## config.mk

```make
export PLATFORM = sky130hd
export DESIGN_NAME = hamming74_encoder_tx
export DESIGN_NICKNAME = d
export VERILOG_FILES = /design/src/rtl/hamming_pkg.sv /design/src/rtl/hamming74_calc.sv /design/src/rtl/hamming74_encoder_tx.sv
export SDC_FILE = /design/constraint.sdc
export NUM_CORES = 1
export LEC_CHECK = 0
export ABC_AREA = 1
export CORE_MARGIN = 10
export CORE_UTILIZATION = 30
export CTS_BUF_LIST = sky130_fd_sc_hd__clkbuf_16
export DETAILED_ROUTE_END_ITERATION = 16
export GPL_ROUTABILITY_DRIVEN = 0
export HOLD_SLACK_MARGIN = 0.05
export PLACE_DENSITY = 0.59
export SYNTH_ARGS = -nofsm -noshare
export SYNTH_HDL_FRONTEND = slang
export SYNTH_SLANG_ARGS = --single-unit
```

## constraint.sdc

```tcl
create_clock -name clk -period 2.15 [get_ports clk]
set_input_delay 0.3225 -clock clk [delete_from_list [all_inputs] [get_ports clk]]
set_output_delay 0.3225 -clock clk [all_outputs]
set_load 0.05 [all_outputs]
```

## src/rtl/hamming_pkg.sv

```systemverilog
`default_nettype none
// ============================================================================
// hamming_pkg : shared constants for the Hamming(7,4) encoder/serializer
// Option macro: HAMMING_SECDED_EN (adds overall parity bit, 8-bit frame)
// Revision: 1.0
// ============================================================================
package hamming_pkg;

  localparam int CODE_W = 8;

  localparam logic [1:0] ST_IDLE  = 2'd0;
  localparam logic [1:0] ST_SHIFT = 2'd1;
  localparam logic [1:0] ST_GAP   = 2'd2;

  function automatic logic [3:0] frame_len();
`ifdef HAMMING_SECDED_EN
    return 4'd8;
`else
    return 4'd7;
`endif
  endfunction

endpackage
`default_nettype wire

```

## src/rtl/hamming74_calc.sv

```systemverilog
`default_nettype none
// ============================================================================
// hamming74_calc : combinational Hamming(7,4) codeword generator
// Option macro: HAMMING_SECDED_EN (code[7] = even parity over code[6:0])
// Revision: 1.0
// ============================================================================
module hamming74_calc
  import hamming_pkg::*;
(
  input  logic [3:0]        i_data,
  output logic [CODE_W-1:0] o_code
);

  logic w_p1;
  logic w_p2;
  logic w_p4;
  logic [6:0] w_code7;

  assign w_p1    = i_data[0] ^ i_data[1] ^ i_data[3];
  assign w_p2    = i_data[0] ^ i_data[2] ^ i_data[3];
  assign w_p4    = i_data[1] ^ i_data[2] ^ i_data[3];
  assign w_code7 = {i_data[3], i_data[2], i_data[1], w_p4, i_data[0], w_p2, w_p1};

`ifdef HAMMING_SECDED_EN
  assign o_code = {^w_code7, w_code7};
`else
  assign o_code = {1'b0, w_code7};
`endif

endmodule
`default_nettype wire

```

## src/rtl/hamming74_encoder_tx.sv

```systemverilog
`default_nettype none
// ============================================================================
// hamming74_encoder_tx : Hamming(7,4) encoder with framed serial output
// Option macro: HAMMING_SECDED_EN (8-bit SECDED frame)
// Revision: 1.0
// ============================================================================
module hamming74_encoder_tx
  import hamming_pkg::*;
#(
  parameter int MSB_FIRST  = 0,
  parameter int GAP_CYCLES = 0
)(
  input  logic              clk,
  input  logic              rst,
  input  logic              EN,
  input  logic [3:0]        data,
  input  logic              data_valid,
  output logic              data_ready,
  output logic [CODE_W-1:0] code,
  output logic              code_valid,
  output logic              tx_bit,
  output logic              tx_frame,
  output logic              tx_start,
  output logic              busy
);

  localparam logic [3:0] C_N        = frame_len();
  localparam logic [2:0] C_LAST     = 3'(C_N - 4'd1);
  localparam logic [3:0] C_GAP_LAST = 4'(GAP_CYCLES - 2);

  logic [1:0]        r_state;
  logic [2:0]        r_bit_cnt;
  logic [3:0]        r_gap_cnt;
  logic [CODE_W-1:0] r_code;
  logic              r_code_valid;
  logic              r_tx_bit;
  logic              r_tx_frame;
  logic              r_tx_start;

  logic [CODE_W-1:0] w_calc_code;
  logic              w_last;
  logic              w_xfer;

  hamming74_calc u_calc (
    .i_data (data),
    .o_code (w_calc_code)
  );

  function automatic logic [2:0] bit_pos(input logic [2:0] k);
    if (MSB_FIRST != 0) return C_LAST - k;
    else                return k;
  endfunction

  assign w_last     = (r_state == ST_SHIFT) && (r_bit_cnt == C_LAST);
  assign data_ready = EN && ((r_state == ST_IDLE) || (w_last && (GAP_CYCLES == 0)));
  assign w_xfer     = data_valid && data_ready;

  // The IDLE cycle before the next acceptance is itself one of the forced idle
  // cycles, so GAP only lasts GAP_CYCLES-1 cycles (and is skipped for 0 or 1).
  always_ff @(posedge clk or posedge rst) begin
    if (rst) begin
      r_state      <= ST_IDLE;
      r_bit_cnt    <= 3'd0;
      r_gap_cnt    <= 4'd0;
      r_code       <= '0;
      r_code_valid <= 1'b0;
      r_tx_bit     <= 1'b0;
      r_tx_frame   <= 1'b0;
      r_tx_start   <= 1'b0;
    end else begin
      r_code_valid <= w_xfer;
      r_tx_start   <= w_xfer;
      if (w_xfer) begin
        r_code     <= w_calc_code;
        r_state    <= ST_SHIFT;
        r_bit_cnt  <= 3'd0;
        r_tx_frame <= 1'b1;
        r_tx_bit   <= w_calc_code[bit_pos(3'd0)];
      end else begin
        case (r_state)
          ST_SHIFT: begin
            if (w_last) begin
              r_bit_cnt  <= 3'd0;
              r_gap_cnt  <= 4'd0;
              r_tx_frame <= 1'b0;
              r_tx_bit   <= 1'b0;
              r_state    <= (GAP_CYCLES >= 2) ? ST_GAP : ST_IDLE;
            end else begin
              r_bit_cnt <= r_bit_cnt + 3'd1;
              r_tx_bit  <= r_code[bit_pos(r_bit_cnt + 3'd1)];
            end
          end
          ST_GAP: begin
            if (r_gap_cnt == C_GAP_LAST) begin
              r_gap_cnt <= 4'd0;
              r_state   <= ST_IDLE;
            end else begin
              r_gap_cnt <= r_gap_cnt + 4'd1;
            end
          end
          default: r_state <= ST_IDLE;
        endcase
      end
    end
  end

  assign code       = r_code;
  assign code_valid = r_code_valid;
  assign tx_bit     = r_tx_bit;
  assign tx_frame   = r_tx_frame;
  assign tx_start   = r_tx_start;
  assign busy       = (r_state != ST_IDLE);

endmodule
`default_nettype wire

```

==> metrics.csv, run 1 <==
metric,value,unit
status,"complete, no violations",
setup_viol,0,
drt-initial-drc-count,21,
path_max_fanout,6,
die_y,71.1,µm
die_x,71.1,µm
clock_skew,0.000571,ns
tritoncts,built,
grt_use_total,7.53,%
finalCritPeriodShare,88.6,%
startpoint_type,flop,
vias_per_cell,4.59,
cp_cell_sequence,inv_1 > ha_1 > nand2_2 > nand2_4 > inv_1 > nor2_1 > buf_12,
wl_per_cell,12.2,µm
cts_hold_buf,0,
overflow,0,
p_switching,0.000921,W
synth_seq_cells,14,
cts.clk_slew.worst_paths,0.04,ns
cts_setup_buffers,0,
rr_endpoint,tx_bit$_DFFE_PP0P_,
slew_viol_final,0,
grt_pass1_vias,707,
maxSlewHeadroom,65.7,%
cts.htree.levels,1,
rsz0062_at_grt,no,
power.density,1790,nW/µm²
cp.depth,7,
nets,129,
yosysSeqAreaShare,44.7,%
cp_slowest_cell,dfrtp_1,
synth_warnings,0,
rr_worst_depth,9,
synth.cell_area,783,µm²
io_pins,22,
routed_wl,1800,µm
cts_buffers,3,
syn_nets,107,
crit_type,flop to primary output,
synthDistinctLibCells,20,
p_int,0.00101,W
cpMostUsedCell,inv_1,
p_leak,0.547,nW
critPathBufInv,3,
core_area,2480,µm²
clkPwrFrac,17.4,%
avgSynthCellArea,8.07,µm²
synth_top_cell_by_area,dfrtp_1,
grt_max_degree,18,
grt_pass1_wl,3110,µm
drive_gt1_share,10.3,%
p_seq_share,25.4,%
synthTopCellsByArea,"dfrtp_1 (45%), nand2_1 (14%), inv_1 (8.1%), o21ai_0 (4.5%), o21ai_2 (3.4%)",
fin_crit,1.90,ns
synth_cells,97,
peakVddDrop,0.670,mV
antenna_left,0,
combPwrFrac,57.2,%
worstMarginPinSlew,0.514,ns
grt_antenna_before_repair,0,
post_cts_resized,0,
antenna_cells,0,
initial_core_util,31.6,%
numPortBuffers,20,
drtPass1Iterations,5,
crit_path_end_kind,primary output,
startpoint,r_bit_cnt[0]$_DFFE_PP0P_,
die_area,5050,µm²
cp.arrival,1.58,ns
max_stage_delay,0.42,ns
critPathCapture,data_ready,
drc,0,
rows,18,
placed_cell_area,1000,µm²
worst_skew_pair.late_latency,0.24,ns
syn2layout_area_growth,37.9,%
fmaxAchievable,525,MHz
switching_share,47.6,%
cap_violations,0,
dp_hpwl,1490,µm
cp.required,1.83,ns
hp-class,primary input to asynchronous set/reset pin,
cts_buffer_depth,2,
rrSetupSlack,0.50,ns
reg2reg_from,r_bit_cnt[0]$_DFFE_PP0P_,
critical_path.top_delay_family,flip-flops,
clkSinkCount,14,
clockRootBuffer,clkbuf_16,
netlist.area_leader.share,44.7,%
hold_viol_final,0,
setup-tns-final,0,ns
finalInstanceArea,1080,µm²
vias,674,
power groups by stage:
| stage | registers [W] | logic, W | clock network, W |
|---|---|---|---|
| 2_1_floorplan | 0.000798 | 0.000472 | 0 |
| 3_3_place_gp | 0.000495 | 0.00110 | 0 |
| 3_5_place_dp | 0.000498 | 0.00112 | 0 |
| 4_1_cts | 0.000496 | 0.00113 | 0.000347 |
| 5_1_grt | 0.000514 | 0.00120 | 0.000354 |
| 6_report | 0.000491 | 0.00111 | 0.000337 |
cell usage after synthesis:
master   number
nand2_1      29
ha_1          2
nand3_4       1
a31oi_1       1
nor2_1        5
conb_1        1
inv_1        17
o21ai_0       7
o21ai_2       3
nand2_4       2
nand3_1       5
a21oi_2       1
buf_6         1
dfrtp_1      14
xor2_1        2
nand2_2       1
xnor2_1       1
or2_1         1
o22ai_1       1
buf_4         2
cell usage in the layout, fill, tap and decap left out, drive strengths merged:
cell type | synthesis | layout
nand3 | 6 | 6
xor2 | 2 | 2
clkbuf | 0 | 3
inv | 17 | 17
ha | 2 | 2
nand2 | 32 | 32
nor2 | 5 | 5
clkdlybuf4s50 | 0 | 19
xnor2 | 1 | 1
dfrtp | 14 | 14
o22ai | 1 | 1
buf | 3 | 1
o21ai | 10 | 10
a31oi | 1 | 1
or2 | 1 | 1
a21oi | 1 | 1
conb | 1 | 1
routing by layer:
| metal | share of wire, % | wire length [µm] | vias to the layer above | GRT usage [%] |
|---|---|---|---|---|
| li1 | - | - | 339 | - |
| met1 | 39 | 706 | 311 | 7.73 |
| met3 | 6.3 | 113 | 5 | 2.23 |
| met5 | 0 | 0 | - | 0 |
| met4 | 2.9 | 53 | 0 | 5.16 |
| met2 | 51 | 924 | 19 | 12.9 |
stage by stage:
stage	util, %	std cells	power, W	hold slack (ns)	worst slack (ns)
5_1_grt	43.6	147	0.00207	0.488	0.162
6_report	43.6	147	0.00194	0.416	0.246
2_1_floorplan	-	97	0.00127	0.212	0.253
4_1_cts	43.6	147	0.00197	0.456	0.244
3_5_place_dp	40.6	144	0.00162	0.508	0.503
3_3_place_gp	40.6	144	0.00159	0.506	0.539
cell type report:
type                    instances  area [µm²]
clock buffers                   3        75.1
inverters                      17        63.8
repair buffers                 20         210
fillers                       260        1400
multi-input cells              63         343
flip-flops and latches         14         350
well taps                      30        37.5
sequential cells by signal, summed over array words and instances, names as in the netlist:
name and cells:
code 7, r_bit_cnt 3, r_state 1, tx_bit 1, tx_frame 1, tx_start 1
logic make-up after synthesis:
| kind of cell | synth area share [%] |
|---|---|
| and+or+nand+nor | 26.2 |
| buffers and inverters | 11.5 |
| DFF | 44.7 |
| AOI/OAI and AO/OA | 10.5 |
| xor gates and xnor gates | 3.36 |
| adders and majority gates | 3.19 |
| other | 0.479 |
worst min path at each step:
| stage | start | to |
|---|---|---|
| floorplan | rst | code[0]$_DFFE_PP0P_ |
| global placement | code[4]$_DFFE_PP0P_ | code[4]$_DFFE_PP0P_ |
| detailed placement | code[1]$_DFFE_PP0P_ | code[1]$_DFFE_PP0P_ |
| CTS | rst | tx_frame$_DFFE_PP0P_ |
| global route | rst | tx_frame$_DFFE_PP0P_ |
| finish | rst | tx_frame$_DFFE_PP0P_ |
Note: power is estimated with default switching activity, not from simulation.
==> inputs of run 2 (changes only) <==
- MAX_ROUTING_LAYER: not set -> met4
- SETUP_SLACK_MARGIN: not set -> 0.4
==> metrics.csv, run 2 (synthesis gave the netlist of run 1 again) <==
metric,value,unit,change
crit_path_end_kind,primary output,,unchanged
fin_util,44.1,%,was 43.6%
cp.arrival,1.41,ns,was 1.58 ns
setup_viol,0,,unchanged
cts_buffer_depth,2,,unchanged
tritoncts,built,,unchanged
cts_buffers,3,,unchanged
status,"complete, no violations",,unchanged
clock_skew,0.00128,ns,was 0.000571 ns
fin_ws,0.420,ns,was 0.246 ns
io_pins,22,,unchanged
grt_max_degree,18,,unchanged
rows,18,,unchanged
grt_pass1_vias,715,,was 707
die_x,71.1,µm,unchanged
largest_reg_flops,7,,unchanged
antenna_cells,0,,unchanged
cp_cell_sequence,inv_2 > ha_1 > nand2_2 > nand2_4 > inv_1 > nor2_2 > buf_12,,was inv_1 > ha_1 > nand2_2 > nand2_4 > inv_1 > nor2_1 > buf_12
numPortBuffers,20,,unchanged
fin_crit,1.73,ns,was 1.90 ns
cts.clk_slew.worst_paths,0.04,ns,about the same
dp_slack,0.504,ns,was 0.503 ns
power.density,1770,nW/µm²,was 1790 nW/µm²
hp-class,primary input to asynchronous set/reset pin,,unchanged
slew_viol_final,0,,unchanged
whs,0.425,ns,was 0.416 ns
cp_slowest_cell,dfrtp_1,,unchanged
hold_viol_final,0,,unchanged
nets,131,,was 129
setup-tns-final,0,ns,unchanged
total_power,0.00194,W,about the same
clkSinkCount,14,,unchanged
grt_use_total,7.72,%,was 7.53%
routed_wl,1890,µm,was 1800 µm
p_leak,0.596,nW,was 0.547 nW
grt_antenna_before_repair,0,,unchanged
most-common-layout-cells,"nand2_1 (29), inv_1 (16), dfrtp_1 (14), clkdlybuf4s50_1 (10)",,"was nand2_1 (29), clkdlybuf4s50_1 (19), inv_1 (17), dfrtp_1 (14), o21ai_0 (7)"
overflow,0,,unchanged
peakVddDrop,0.657,mV,was 0.670 mV
worst_skew_pair.late_latency,0.24,ns,about the same
drive_gt1_share,13.4,%,was 10.3%
multi_input_area,345,µm²,was 343 µm²
worstMarginPinSlew,0.544,ns,was 0.514 ns
fill_cells,264,,was 260
initial_core_util,31.6,%,unchanged
cts_hold_buf,0,,unchanged
vias_per_cell,4.36,,was 4.59
wl_per_cell,12.7,µm,was 12.2 µm
clockRootBuffer,clkbuf_16,,unchanged
startpoint_type,flop,,unchanged
drc,0,,unchanged
cap_violations,0,,unchanged
syn2layout_area_growth,39.6,%,was 37.9%
cts.htree.levels,1,,unchanged
drtPass1Iterations,4,,was 5
maxSlewHeadroom,63.7,%,was 65.7%
antenna_left,0,,unchanged
layout_commonest_cell,nand2_1,,unchanged
max_stage_delay,0.39,ns,was 0.42 ns
die_y,71.1,µm,unchanged
path_max_fanout,5,,was 6
crit_type,flop to primary output,,unchanged
dp_hpwl,1510,µm,was 1490 µm
grt_pass1_wl,3090,µm,was 3110 µm
critPathBufInv,3,,unchanged
critical_path.top_delay_family,flip-flops,,unchanged
die_area,5050,µm²,unchanged
seqCellArea,350,µm²,unchanged
cp.required,1.83,ns,about the same
drt-initial-drc-count,17,,was 21
vias,649,,was 674
core_area,2480,µm²,unchanged
finalCritPeriodShare,80.5,%,was 88.6%
rsz0062_at_grt,yes,,was no
fmaxAchievable,578,MHz,was 525 MHz
==> run 2: cell types whose count changed in the layout (fill, tap and decap cells not counted) <==
cell             before  now
buf_4                 0    2
clkdlybuf4s50_1      19   10
dlygate4sd2_1         0    7
dlymetal6s2s_1        0    2
inv_1                17   16
inv_2                 0    1
nor2_1                5    4
nor2_2                0    1
==> run 2: power breakdown <==
group / leakage, nW / switching, W / internal [W]
registers: 0.170 / 0.0000953 / 0.000389
clock network: 0.0370 / 0.000103 / 0.000243
logic: 0.389 / 0.000746 / 0.000365
total: 0.596 / 0.000944 / 0.000996
==> run 2: final timing paths <==
path / end / cells past startpoint / from / slack (ns)
setup / recovery: data_ready / 7 / r_bit_cnt[0]$_DFFE_PP0P_ / 0.42
hold / removal: r_bit_cnt[1]$_DFFE_PP0P_ / 2 / rst / 0.42
setup reg to reg: tx_bit$_DFFE_PP0P_ / 9 / r_bit_cnt[0]$_DFFE_PP0P_ / 0.64
hold reg to reg: code[4]$_DFFE_PP0P_ / 2 / code[4]$_DFFE_PP0P_ / 0.52
max in group asynchronous: code[1]$_DFFE_PP0P_ / 2 / rst / 1.37
min in group clk: code[4]$_DFFE_PP0P_ / 2 / code[4]$_DFFE_PP0P_ / 0.52
==> run 2: area by class of cell <==
cell class | count | area share (%)
clock buffer | 3 | 6.86
inverter | 17 | 5.84
multi-input combinational | 63 | 31.6
sequential | 14 | 32.0
tap | 30 | 3.43
timing repair buffer | 22 | 20.3
==> run 2: worst register-to-register path: stages (launching register included) <==
cell,delay [ns]
dfrtp_1,0.39
inv_2,0.08
ha_1,0.17
nand2_2,0.08
nand2_4,0.10
nand3_4,0.19
nand2_4,0.13
inv_1,0.06
nor2_1,0.13
a21oi_2,0.07
==> run 2: routing by layer <==
metal / vias up / track usage [%] / share of wire, % / routed length [µm]
met5: - / - / 0 / 0
met4: 0 / 5.16 / 2.8 / 53
met3: 5 / 1.39 / 2.9 / 55
met2: 14 / 13.2 / 50 / 936
met1: 290 / 7.91 / 45 / 844
li1: 340 / - / - / -
==> run 2: timing repair <==
item / CTS / global route
endpoints found under the setup margin: 8 / 3
buffers inserted: 1 / 1
gates resized for setup: 8 / 2
==> run 2: stage by stage <==
| stage | cells | instance area (µm²) |
|---|---|---|
| after CTS | 148 | 1080 |
| final | 149 | 1090 |
| after floorplan | 97 | 786 |
| after global placement | 144 | 1010 |
| after global routing | 149 | 1090 |
| after detailed placement | 144 | 1010 |
==> inputs of run 3 (changes only) <==
- PLACE_DENSITY: 0.59 -> 0.61
- clock period: 2.15 -> 1.5 ns (I/O delays scaled with it)
==> metrics.csv, run 3 (synthesis gave the netlist of run 1 again) <==
metric,value,unit,change
most-common-layout-cells,"nand2_1 (21), inv_1 (12), dfrtp_1 (12), buf_4 (10), buf_12 (9)",,"was nand2_1 (29), inv_1 (16), dfrtp_1 (14), clkdlybuf4s50_1 (10)"
drtPass1Iterations,4,,unchanged
overflow,0,,unchanged
cts_buffers,3,,unchanged
cap_violations,0,,unchanged
clkSinkCount,14,,unchanged
setup_viol,0,,unchanged
fill_cells,238,,was 264
crit_path_end_kind,primary output,,unchanged
fmaxAchievable,669,MHz,
worst_skew_pair.late_latency,0.24,ns,about the same
switching_share,44.6,%,was 48.6%
slew_viol_final,0,,unchanged
cts_buffer_depth,2,,unchanged
fin_util,53.5,%,was 44.1%
startpoint_type,flop,,unchanged
die_area,5050,µm²,unchanged
maxSlewHeadroom,64.3,%,was 63.7%
p_seq_share,22.1,%,was 24.9%
rows,18,,unchanged
seqCellArea,353,µm²,was 350 µm²
grt_pass1_wl,3180,µm,was 3090 µm
p_switching,0.00155,W,was 0.000944 W
fin_ws,0.00430,ns,was 0.420 ns
cts.clk_slew.worst_paths,0.05,ns,was 0.04 ns
initial_core_util,31.6,%,unchanged
clock_skew,0.00104,ns,was 0.00128 ns
drive_gt1_share,44.2,%,was 13.4%
dp_hpwl,1530,µm,was 1510 µm
clkPwrFrac,14.4,%,was 17.8%
die_x,71.1,µm,unchanged
rsz0062_at_grt,yes,,unchanged
cp.arrival,1.27,ns,was 1.41 ns
antenna_left,0,,unchanged
cts.htree.levels,1,,unchanged
vias,706,,was 649
path_max_fanout,3,,was 5
wl_per_cell,12.7,µm,about the same
largest_reg_flops,7,,unchanged
die_y,71.1,µm,unchanged
dp_slack,0.0270,ns,was 0.504 ns
worstMarginPinSlew,0.535,ns,was 0.544 ns
nets,140,,was 131
syn2layout_area_growth,69.2,%,was 39.6%
antenna_cells,0,,unchanged
routed_wl,2010,µm,was 1890 µm
peakVddDrop,1.33,mV,was 0.657 mV
grt_antenna_before_repair,0,,unchanged
crit_type,flop to primary output,,unchanged
multi_input_area,408,µm²,was 345 µm²
cp.required,1.27,ns,was 1.83 ns
status,"complete, no violations",,unchanged
drc,0,,unchanged
drt-initial-drc-count,7,,was 17
p_int,0.00192,W,was 0.000996 W
hold_viol_final,0,,unchanged
p_leak,0.664,nW,was 0.596 nW
layout_commonest_cell,nand2_1,,unchanged
tritoncts,built,,unchanged
grt_pass1_vias,689,,was 715
fin_crit,1.50,ns,
core_area,2480,µm²,unchanged
grt_max_degree,15,,was 18
hp-class,primary input to asynchronous set/reset pin,,unchanged
io_pins,22,,unchanged
numPortBuffers,20,,unchanged
vias_per_cell,4.44,,was 4.36
combPwrFrac,63.6,%,was 57.3%
finalCritPeriodShare,99.7,%,
clockRootBuffer,clkbuf_16,,unchanged
power.density,2620,nW/µm²,was 1770 nW/µm²
grt_use_total,7.93,%,was 7.72%
[run 3: power groups by stage]
stage	Combinational [W]	Clock (W)	Sequential [W]
floorplan	0.000750	0	0.00117
global placement	0.00191	0	0.000771
detailed placement	0.00195	0	0.000779
CTS	0.00203	0.000511	0.000769
global route	0.00236	0.000525	0.000792
finish	0.00221	0.000498	0.000765
[run 3: path summary, 6_finish.rpt]
| path | startpoint | to | slack [ns] | cells past startpoint |
|---|---|---|---|---|
| setup / recovery | r_bit_cnt[0]$_DFFE_PP0P_ | data_ready | 0.004 | 7 |
| hold / removal | rst | r_bit_cnt[0]$_DFFE_PP0P_ | 0.32 | 2 |
| setup reg to reg | r_bit_cnt[0]$_DFFE_PP0P_ | tx_bit$_DFFE_PP0P_ | 0.02 | 10 |
| hold reg to reg | tx_frame$_DFFE_PP0P_ | tx_frame$_DFFE_PP0P_ | 0.54 | 2 |
| max in group asynchronous | rst | tx_start$_DFF_PP0_ | 0.79 | 2 |
| min in group clk | tx_frame$_DFFE_PP0P_ | tx_frame$_DFFE_PP0P_ | 0.54 | 2 |
[run 3: area by class of cell]
cell class	count	share of cell area, %
inverter	17	5.00
clock inverter	1	0.283
clock buffer	3	5.67
sequential	14	26.6
multi-input combinational	63	30.8
tap	30	2.83
timing repair buffer	31	28.8
[run 3: worst max-delay path, cell delays in order, from the launching register on]
cell	delay, ns
dfrtp_1	0.39
inv_2	0.08
ha_4	0.14
nand2_4	0.06
nand2_4	0.08
inv_2	0.05
nor2_4	0.09
buf_12	0.14
[run 3: timing repair]
| action | 4_1_cts | 5_1_grt |
|---|---|---|
| hold buffers | 0 | 0 |
| gates resized for setup | 4 | 21 |
| buffers inserted | 3 | 5 |
| setup endpoints to repair | 15 | 15 |
| pin swaps | 2 | 3 |
[run 3: metal layers]
| layer | wire length, µm | track usage [%] | vias to the layer above |
|---|---|---|---|
| met5 | 0 | - | - |
| met4 | 41 | 4.52 | 0 |
| met3 | 85 | 2.23 | 4 |
| met2 | 1080 | 12.7 | 14 |
| met1 | 810 | 8.63 | 325 |
| li1 | - | - | 363 |
[run 3: metrics by stage]
| stage | setup TNS, ns | hold WS (ns) | std cells | area [µm²] | power (W) |
|---|---|---|---|---|---|
| finish | 0 | 0.324 | 159 | 1330 | 0.00347 |
| global route | -0.0798 | 0.383 | 159 | 1330 | 0.00368 |
| global placement | 0 | 0.504 | 147 | 1130 | 0.00268 |
| CTS | -0.00277 | 0.345 | 154 | 1240 | 0.00331 |
| detailed placement | 0 | 0.507 | 147 | 1130 | 0.00273 |
| floorplan | 0 | 0.114 | 97 | 818 | 0.00192 |
